`src/rtl/pipeline_ctrl.sv`:
```
// rtl/pipeline_ctrl.sv - hazard/stall sequencer for the 5-stage pipeline
// Optional perf counters (stall_cnt, flush_cnt) enabled by defining PIPE_CTRL_PERF_EN.
module pipeline_ctrl #(
  parameter int REG_W   = 5,
  parameter int MDU_LAT = 32
`ifdef PIPE_CTRL_PERF_EN
  , parameter int CNT_W = 32
`endif
) (
  input  logic             clk,
  input  logic             rst,
  input  logic [REG_W-1:0] id_rs,
  input  logic [REG_W-1:0] id_rt,
  input  logic             id_uses_rs,
  input  logic             id_uses_rt,
  input  logic             ex_is_load,
  input  logic [REG_W-1:0] ex_rd,
  input  logic             ex_mdu_start,
  input  logic             ex_branch_tkn,
  input  logic             mem_access,
  input  logic             mem_ready,
  output logic             en_pc,
  output logic             en_ifid,
  output logic             en_idex,
  output logic             en_exmem,
  output logic             en_memwb,
  output logic             flush_ifid,
  output logic             bubble_idex,
  output logic             bubble_memwb,
  output logic             mdu_busy
`ifdef PIPE_CTRL_PERF_EN
  , output logic [CNT_W-1:0] stall_cnt,
  output logic [CNT_W-1:0] flush_cnt
`endif
);

  localparam int MB = $clog2(MDU_LAT);

  typedef enum logic [0:0] {RUN, MDU_WAIT} state_t;

  state_t        state, state_next;
  logic [MB-1:0] mdu_cnt, mdu_cnt_next;

  logic mem_stall;
  logic load_use;
  logic mdu_freeze;
  logic mdu_release;

  assign mem_stall   = mem_access & ~mem_ready;
  assign load_use    = ex_is_load & (ex_rd != '0) &
                       ((id_uses_rs & (id_rs == ex_rd)) |
                        (id_uses_rt & (id_rt == ex_rd)));
  assign mdu_freeze  = ((state == RUN) & ex_mdu_start) |
                       ((state == MDU_WAIT) & (mdu_cnt != '0));
  assign mdu_release = (state == MDU_WAIT) & (mdu_cnt == '0);

  always_ff @(posedge clk) begin
    if (rst) begin
      state   <= RUN;
      mdu_cnt <= '0;
    end else begin
      state   <= state_next;
      mdu_cnt <= mdu_cnt_next;
    end
  end

  // The MDU runs on its own, so the countdown continues through memory stalls;
  // only the start and the release wait for the pipeline to be free to move.
  always_comb begin
    state_next   = state;
    mdu_cnt_next = mdu_cnt;
    case (state)
      RUN: begin
        if (ex_mdu_start & ~mem_stall) begin
          mdu_cnt_next = MB'(MDU_LAT - 1);
          state_next   = MDU_WAIT;
        end
      end
      MDU_WAIT: begin
        if (mdu_cnt != '0)
          mdu_cnt_next = mdu_cnt - MB'(1);
        else if (~mem_stall)
          state_next = RUN;
      end
      default: state_next = RUN;
    endcase
  end

  always_comb begin
    en_pc        = 1'b1;
    en_ifid      = 1'b1;
    en_idex      = 1'b1;
    en_exmem     = 1'b1;
    en_memwb     = 1'b1;
    flush_ifid   = 1'b0;
    bubble_idex  = 1'b0;
    bubble_memwb = 1'b0;
    mdu_busy     = 1'b0;
    if (rst) begin
      en_pc        = 1'b0;
      en_ifid      = 1'b0;
      en_idex      = 1'b0;
      en_exmem     = 1'b0;
      en_memwb     = 1'b0;
      flush_ifid   = 1'b1;
      bubble_idex  = 1'b1;
      bubble_memwb = 1'b1;
    end else if (mem_stall) begin
      en_pc    = 1'b0;
      en_ifid  = 1'b0;
      en_idex  = 1'b0;
      en_exmem = 1'b0;
      en_memwb = 1'b0;
    end else if (mdu_freeze) begin
      en_pc        = 1'b0;
      en_ifid      = 1'b0;
      en_idex      = 1'b0;
      en_exmem     = 1'b0;
      bubble_memwb = 1'b1;
      mdu_busy     = 1'b1;
    end else if (mdu_release) begin
      // EX still holds the finishing MDU op: let it drain with no hazard action.
      en_pc = 1'b1;
    end else if (ex_branch_tkn) begin
      flush_ifid  = 1'b1;
      bubble_idex = 1'b1;
    end else if (load_use) begin
      en_pc       = 1'b0;
      en_ifid     = 1'b0;
      bubble_idex = 1'b1;
    end
  end

`ifdef PIPE_CTRL_PERF_EN
  always_ff @(posedge clk) begin
    if (rst) begin
      stall_cnt <= '0;
      flush_cnt <= '0;
    end else begin
      if (~en_pc & ~(&stall_cnt))
        stall_cnt <= stall_cnt + CNT_W'(1);
      if (flush_ifid & ~(&flush_cnt))
        flush_cnt <= flush_cnt + CNT_W'(1);
    end
  end
`endif

endmodule
```
`config.mk`:
```
export PLATFORM = sky130hd
export DESIGN_NAME = pipeline_ctrl
export DESIGN_NICKNAME = d
export VERILOG_FILES = /design/src/rtl/pipeline_ctrl.sv
export SDC_FILE = /design/constraint.sdc
export NUM_CORES = 1
export LEC_CHECK = 0
export CELL_PAD_IN_SITES_DETAIL_PLACEMENT = 2
export CELL_PAD_IN_SITES_GLOBAL_PLACEMENT = 2
export CORE_UTILIZATION = 17
export DETAILED_ROUTE_END_ITERATION = 6
export GPL_TIMING_DRIVEN = 0
export PLACE_DENSITY = 0.85
export REMOVE_ABC_BUFFERS = 1
export SLEW_MARGIN = 0
export SYNTH_ARGS = -nofsm -noshare
export SYNTH_HDL_FRONTEND = slang
export SYNTH_SLANG_ARGS = --single-unit
```
`constraint.sdc`:
```
create_clock -name clk -period 2 [get_ports clk]
set_clock_uncertainty 0.05 [all_clocks]
set_input_delay 0.4 -clock clk [delete_from_list [all_inputs] [get_ports clk]]
set_output_delay 0.4 -clock clk [all_outputs]
set_load 0.02 [all_outputs]
```
==> results.txt, run 1 <==
----------------------------------------------------
[Clocking]
  Deepest level of the CTS H-tree ... 1
  Clk_lat worst skew ... 0.25 ns
  Hold-fix buffers, CTS ... 0
  Maximum clock insertion buffer count ... 2
  TritonCTS Sinks ... 6
  Clock transition time at the flip-flop clock pins of the worst setup and hold paths ... 0.04 ns
  CTS tree ... done
  Cell at the root of the clock tree ... sky130_fd_sc_hd__clkbuf_4
  Number of buffers added by the clock tree synthesis step ... 3

[Hold path]
  Hold WC Path Type ... flip-flop to flip-flop

[Synth]
  Synth area leaders ... sky130_fd_sc_hd__dfxtp_1 (22%), sky130_fd_sc_hd__xnor2_1 (16%), sky130_fd_sc_hd__xor2_1 (4.8%)
  Cell variety after synth ... 30
  Syn. warnings ... 0
  Most numerous cell in the Yosys netlist ... sky130_fd_sc_hd__xnor2_1
  FFs w/ async S/R, synth ... 0%
  Top flip-flop cell by instance count after synthesis ... sky130_fd_sc_hd__dfxtp_1
  Cell type with the largest total area after synthesis ... sky130_fd_sc_hd__dfxtp_1
  Mean Syn Cell Area ... just over 8 µm²
  Sequential area share after synthesis ... 22.1%
  Post-synth top area share ... 22.1%
  Netlist area before placement ... between 500 and 600 µm²
  Number of storage elements in the synthesis netlist ... 6
  Number of synthesized flops with an enable pin ... 0
  Top cell types by occurrence after synthesis ... sky130_fd_sc_hd__xnor2_1 (10), sky130_fd_sc_hd__dfxtp_1 (6), sky130_fd_sc_hd__nand2_1 (5)
  Post-synthesis instance total ... 67

[Worst setup path]
  Critical path data required time ... 1.55 ns
  Type of element capturing the critical path ... output port
  CP arrival ... 1.91 ns
  Category of the worst setup path launch point ... flip-flop
  Max FO, Critical Path ... 2
  Crit Path Class ... flip-flop to output port

[Pwr]
  LEAKAGE ... just over 0.4 nW
  Total chip power ... between 0.0005 and 0.0006 W
  IR drop worst, VDD ... approximately 0.12 mV
  Power density over the cells ... 582 mW/mm²

[GRT]
  Total track usage ... between 10% and 20%
  Antenna violations before repair ... 0
  Aggregate global routing overflow ... 0
  Vias in the first global route ... 757
  Global Route met3 Usage ... approximately 2.6%
  Global-route wire length before repair ... 3.55 mm
  Most crowded layer after global routing ... met2
  Pin count of the biggest net entering global routing ... 12
  Met1 Resource Use GR ... 13.5%
  GR Util met2 ... about 29%

[Placement]
  Placed wire-length estimate ... about 1.5 mm
  Number of buffer cells added on primary ports ... 32
  Worst setup slack after placement ... -1.03 ns
  GPL Wtd Cong ... 0.769

[Routing]
  Detailed Route WL ... 2.01 mm
  Post-route antenna net violation count ... 0
  Post-DR vias/cell ... 4.21
  Routed via count ... approximately 630
  Post-DR wirelength/cell ... 13.5 µm
  Initial DRC Count ... 2
  First drt pass iteration count ... 3
  DRC ... 0

[Timing]
  Total setup violations reported at the end of the flow ... 7
  Setup TNS after final layout ... -1.89 ns
  Clock period minus final worst setup slack ... about 2.4 ns
  Highest clock rate ... 424 MHz
  Transition at the pin with the smallest max-transition slack ... 0.456 ns
  Max transition margin ... 69.6%
  Setup repair after global routing missed its margin ... yes
  Number of max-slew violations in the final report ... 0
  Post-route setup slack ... -0.358 ns
  Share of the cycle needed by the critical path after routing ... 118%
  Number of endpoints with negative hold slack in the final report ... 0

[Job]
  Reported max-cap violation count ... 0

[Run status]
  Outcome ... finished with violations
  Violated checks ... negative setup slack

[Cells and area]
  Layout-stage area growth over the synthesis result ... 80.7%
  Post-layout nets ... 133
  Final core area utilization ... 32.2%
  Ant. Diodes ... 0
  Share of post-route cells with drive strength above 1 ... between 30 and 40%

[Floorplanning]
  Count of pins on the block boundary ... 33
  Floorplan die area ... between 0.003 and 0.004 mm²
  Floorplan die width ... between 50 and 60 µm
  Die Span Y ... around 59 µm
  Core footprint ... 0.00305 mm²
  Row count ... 20
  Starting Density ... approximately 18%

----------------------------------------------------
-- critical path, cell delays in order, from the launching register on --
cell and delay (ns):
sky130_fd_sc_hd__dfxtp_2 0.32, sky130_fd_sc_hd__inv_2 0.08, sky130_fd_sc_hd__ha_4 0.12, sky130_fd_sc_hd__or4b_4 0.48, sky130_fd_sc_hd__mux2i_4 0.16, sky130_fd_sc_hd__and2_4 0.17, sky130_fd_sc_hd__a21boi_4 0.19, sky130_fd_sc_hd__buf_6 0.14
-- sequential cells by signal (all words and copies together) (netlist names) --
| signal | count |
|---|---|
| mdu_cnt | 5 |
| state | 1 |
-- what timing repair did --
item | in CTS | in global routing
setup endpoints to repair | 9 | 9
setup buffers | 8 | 1
pin swaps | 14 | 0
gates cloned | 0 | 0
resized for setup | 84 | 1
-- through the flow --
step	cells	hold WS, ns	area [µm²]
6_report	149	0.529	983
3_3_place_gp	137	0.430	887
4_1_cts	148	0.529	982
3_5_place_dp	137	0.447	887
2_1_floorplan	61	0.402	512
5_1_grt	149	0.581	983
-- metal layers --
layer / wire, µm / share of wire, %
met2: 1200 / 59
met3: 74 / 3.7
met1: 712 / 35
met5: 0 / 0
met4: 27 / 1.3
-- cell type report --
cell class / count / area [µm²]
inverter: 3 / 11.3
sequential: 6 / 123
multi-input combinational: 52 / 425
clock buffer: 3 / 22.5
fill: 376 / 2070
timing repair buffer: 41 / 347
tap: 44 / 55.1
-- where the power goes --
group / switching (W) / internal, W / leakage (nW)
Clock: 0.0000486 / 0.0000682 / 0.0138
Combinational: 0.000134 / 0.000157 / 0.347
Sequential: 0.0000236 / 0.000141 / 0.0505
-- placed cells by master, fill, tap and decap left out, drive strengths merged, types with 3 or more instances in the layout --
master         count
xnor2             10
inv                3
dlygate4sd2       10
a21oi              4
buf               21
dfxtp              6
clkdlybuf4s50      9
a21o               3
nor3               3
nand4              3
xor2               3
clkbuf             3
nand2              5
-- path summary, 6_finish.rpt --
path                           startpoint                       to  slack (ns)  cells after the start
setup reg to reg  mdu_cnt[0]$_SDFFE_PP0P_  mdu_cnt[1]$_SDFFE_PP0P_        0.30                      6
setup / recovery  mdu_cnt[0]$_SDFFE_PP0P_                  en_ifid       -0.36                      7
hold / removal    mdu_cnt[4]$_SDFFE_PP0P_  mdu_cnt[4]$_SDFFE_PP0P_        0.53                      2
hold reg to reg   mdu_cnt[4]$_SDFFE_PP0P_  mdu_cnt[4]$_SDFFE_PP0P_        0.53                      2
-- logic make-up (layout without fill, tap and decap cells) --
kind of cell	Yosys count	in the layout	synth area share, %
AOI/OAI and AO/OA	14	14	17.5
xor gates and xnor gates	13	13	20.9
adders and majority gates	2	2	4.60
buffers and inverters	9	47	8.05
DFF	6	6	22.1
muxes	1	1	4.14
and+or+nand+nor	22	22	22.8
No activity file was read; power rests on OpenSTA's default activity.
==> inputs of run 2 (changes only) <==
- PLACE_DENSITY: 0.85 -> not set
- PLACE_DENSITY_LB_ADDON: not set -> 0.1
==> results.txt, run 2 (same netlist as run 1, synthesis figures left out) <==
----------------------------------------------------
[Timing]
  Max transition margin ... 70.0% (+0.45 points)
  Clock period minus final worst setup slack ... 2.37 ns (+0.0159 ns)
  Share of the cycle needed by the critical path after routing ... 119% (+0.80 points)
  Worst Hold Slack ... 0.550 ns (+0.0209 ns)
  Setup TNS after final layout ... -2.01 ns (-0.123 ns)
  Post-route setup slack ... -0.373 ns (-0.0159 ns)
  Total setup violations reported at the end of the flow ... 7 (unchanged)
  Transition at the pin with the smallest max-transition slack ... 0.449 ns (-0.00667 ns)
  Number of endpoints with negative hold slack in the final report ... 0 (unchanged)
  Highest clock rate ... 421 MHz (-0.67%)
  Number of max-slew violations in the final report ... 0 (unchanged)
  Setup repair after global routing missed its margin ... yes

[Pwr]
  IR drop worst, VDD ... 0.110 mV (-4.5%)
  Power density over the cells ... 571 mW/mm² (-1.9%)
  LEAKAGE ... 0.426 nW (+3.6%)

[Worst setup path]
  Worst r2r src ... mdu_cnt[1]$_SDFFE_PP0P_
  CP arrival ... 1.92 ns (about the same)
  Critical path data required time ... 1.55 ns (about the same)
  Crit Path Class ... flip-flop to output port
  End of the worst register-to-register path ... mdu_cnt[1]$_SDFFE_PP0P_
  Category of the worst setup path launch point ... flip-flop
  Max FO, Critical Path ... 2 (unchanged)
  Reg2reg setup slack ... 0.31 ns (about the same)
  Type of element capturing the critical path ... output port
  Worst Reg2Reg Path Length in Cells ... 6 (unchanged)

[Routing]
  Initial DRC Count ... 10 (+8)
  Post-DR vias/cell ... 4.19 (-0.60%)
  First drt pass iteration count ... 3 (unchanged)
  Routed via count ... 641 (+2.1%)
  DRC ... 0 (unchanged)
  Detailed Route WL ... 1.94 mm (-3.8%)
  Post-route antenna net violation count ... 0 (unchanged)
  Post-DR wirelength/cell ... 12.6 µm (-6.3%)

[Cells and area]
  Area occupied by registers ... 123 µm² (unchanged)
  Commonest non-fill, non-tap cell in the layout ... sky130_fd_sc_hd__clkdlybuf4s50_1
  Leading cell types in the layout, fill and taps excluded ... sky130_fd_sc_hd__clkdlybuf4s50_1 (17), sky130_fd_sc_hd__buf_4 (13), sky130_fd_sc_hd__xnor2_1 (10)
  Layout-stage area growth over the synthesis result ... 93.3%
  Share of post-route cells with drive strength above 1 ... 37.6% (+1.4 points)
  Area taken by multi-input logic gates ... 433 µm² (+1.8%)
  Register with the most flip-flops ... mdu_cnt
  Post-layout nets ... 137 (+3.0%)
  Biggest regs ... mdu_cnt (5), state (1)
  Non-filler instance count after layout ... 153 (+2.7%)
  # fillers ... 354 (-5.9%)
  Ant. Diodes ... 0 (unchanged)
  Max reg flops ... 5 (unchanged)

[Clocking]
  Clock transition time at the flip-flop clock pins of the worst setup and hold paths ... 0.05 ns (about the same)
  CTS tree ... done
  Number of buffers added by the clock tree synthesis step ... 3 (unchanged)
  Clk_lat worst skew ... 0.25 ns (about the same)
  TritonCTS Sinks ... 6 (unchanged)
  Maximum clock insertion buffer count ... 2 (unchanged)
  Hold-fix buffers, CTS ... 0 (unchanged)
  Deepest level of the CTS H-tree ... 1 (unchanged)
  Cell at the root of the clock tree ... sky130_fd_sc_hd__clkbuf_4

[Floorplanning]
  Starting Density ... 17.8% (unchanged)
  Row count ... 20 (unchanged)
  Floorplan die width ... 58.6 µm (unchanged)
  Floorplan die area ... 0.00343 mm² (unchanged)
  Core footprint ... 0.00305 mm² (unchanged)
  Count of pins on the block boundary ... 33 (unchanged)
  Die Span Y ... 58.6 µm (unchanged)

[GRT]
  Antenna violations before repair ... 0 (unchanged)
  Vias in the first global route ... 687 (-9.2%)
  Pin count of the biggest net entering global routing ... 12 (unchanged)
  Aggregate global routing overflow ... 0 (unchanged)
  Total track usage ... 12.1% (-1.8 points)
  Global-route wire length before repair ... 3.10 mm (-13%)

[Job]
  Reported max-cap violation count ... 0 (unchanged)

[Hold path]
  Hold WC Path Type ... flip-flop to flip-flop
  Hold-critical path endpoint ... mdu_cnt[3]$_SDFFE_PP0P_
  Hold path startpoint ... mdu_cnt[3]$_SDFFE_PP0P_
  Hold Path Cell Cnt ... 2 (unchanged)

[Placement]
  Placed wire-length estimate ... 1.42 mm (-2.1%)
  Post-Place Cells ... 137 (unchanged)
  Number of buffer cells added on primary ports ... 32 (unchanged)
  GPL Wtd Cong ... 0.703 (-8.6%)

[Run status]
  Outcome ... finished with violations
  Violated checks ... negative setup slack

----------------------------------------------------
run 2: cell types whose count changed in the layout (fill, tap and decap cells not counted):
cell                              change
sky130_fd_sc_hd__buf_2                -4
sky130_fd_sc_hd__buf_4                +4
sky130_fd_sc_hd__buf_6                +1
sky130_fd_sc_hd__clkdlybuf4s15_1      -1
sky130_fd_sc_hd__clkdlybuf4s15_2      +2
sky130_fd_sc_hd__clkdlybuf4s50_1      +8
sky130_fd_sc_hd__dlygate4sd2_1        -6
sky130_fd_sc_hd__o21ai_2              -1
sky130_fd_sc_hd__o21ai_4              +1
run 2: final cells by class:
cell class | count | area share, %
Multi-Input combinational cell | 52 | 41.1
Timing Repair Buffer | 45 | 38.8
Sequential cell | 6 | 11.7
Tap cell | 44 | 5.23
Clock buffer | 3 | 2.14
Inverter | 3 | 1.07
run 2: worst max-delay path by stage:
stage	start	to	slack, ns
6_report	mdu_cnt[1]$_SDFFE_PP0P_	en_pc	-0.37
5_1_grt	mdu_cnt[1]$_SDFFE_PP0P_	en_pc	-0.42
4_1_cts	mdu_cnt[1]$_SDFFE_PP0P_	en_pc	-0.37
3_5_place_dp	ex_rd[1]	en_pc	-1.07
3_3_place_gp	ex_rd[1]	en_pc	-1.05
2_1_floorplan	mdu_cnt[0]$_SDFFE_PP0P_	en_ifid	-0.39
run 2: repair_timing:
action | CTS | global route
gates cloned | 0 | 0
gates resized for setup | 70 | 4
setup endpoints to repair | 9 | 7
setup buffers | 9 | 4
pin swaps | 6 | 3
run 2: power by group:
part           switching (W)  internal, W
Sequential         0.0000233     0.000141
Combinational       0.000137     0.000182
Clock              0.0000500    0.0000683
Total               0.000210     0.000391
run 2: metal layers:
layer	vias to the layer above	GRT usage [%]	routed length, µm
met4	0	3.06	0
met2	16	23.0	1080
met5	-	0	0
met3	0	1.98	75
met1	308	13.9	775
li1	317	-	-
run 2: stage by stage:
stage          power [W]  worst slack, ns  cell area, µm²  util [%]
2_1_floorplan   0.000291           -0.388             512         -
3_3_place_gp    0.000404            -1.05             887      29.1
3_5_place_dp    0.000407            -1.07             887      29.1
4_1_cts         0.000573           -0.369            1000      32.9
5_1_grt         0.000641           -0.423            1050      34.5
6_report        0.000601           -0.373            1050      34.5
run 2: critical path: stages, from the launching register on:
cell and delay, ns:
sky130_fd_sc_hd__dfxtp_2 0.32, sky130_fd_sc_hd__inv_2 0.07, sky130_fd_sc_hd__ha_4 0.12, sky130_fd_sc_hd__or4b_4 0.48, sky130_fd_sc_hd__mux2i_4 0.16, sky130_fd_sc_hd__and2_4 0.18
sky130_fd_sc_hd__a21boi_4 0.20, sky130_fd_sc_hd__buf_6 0.14
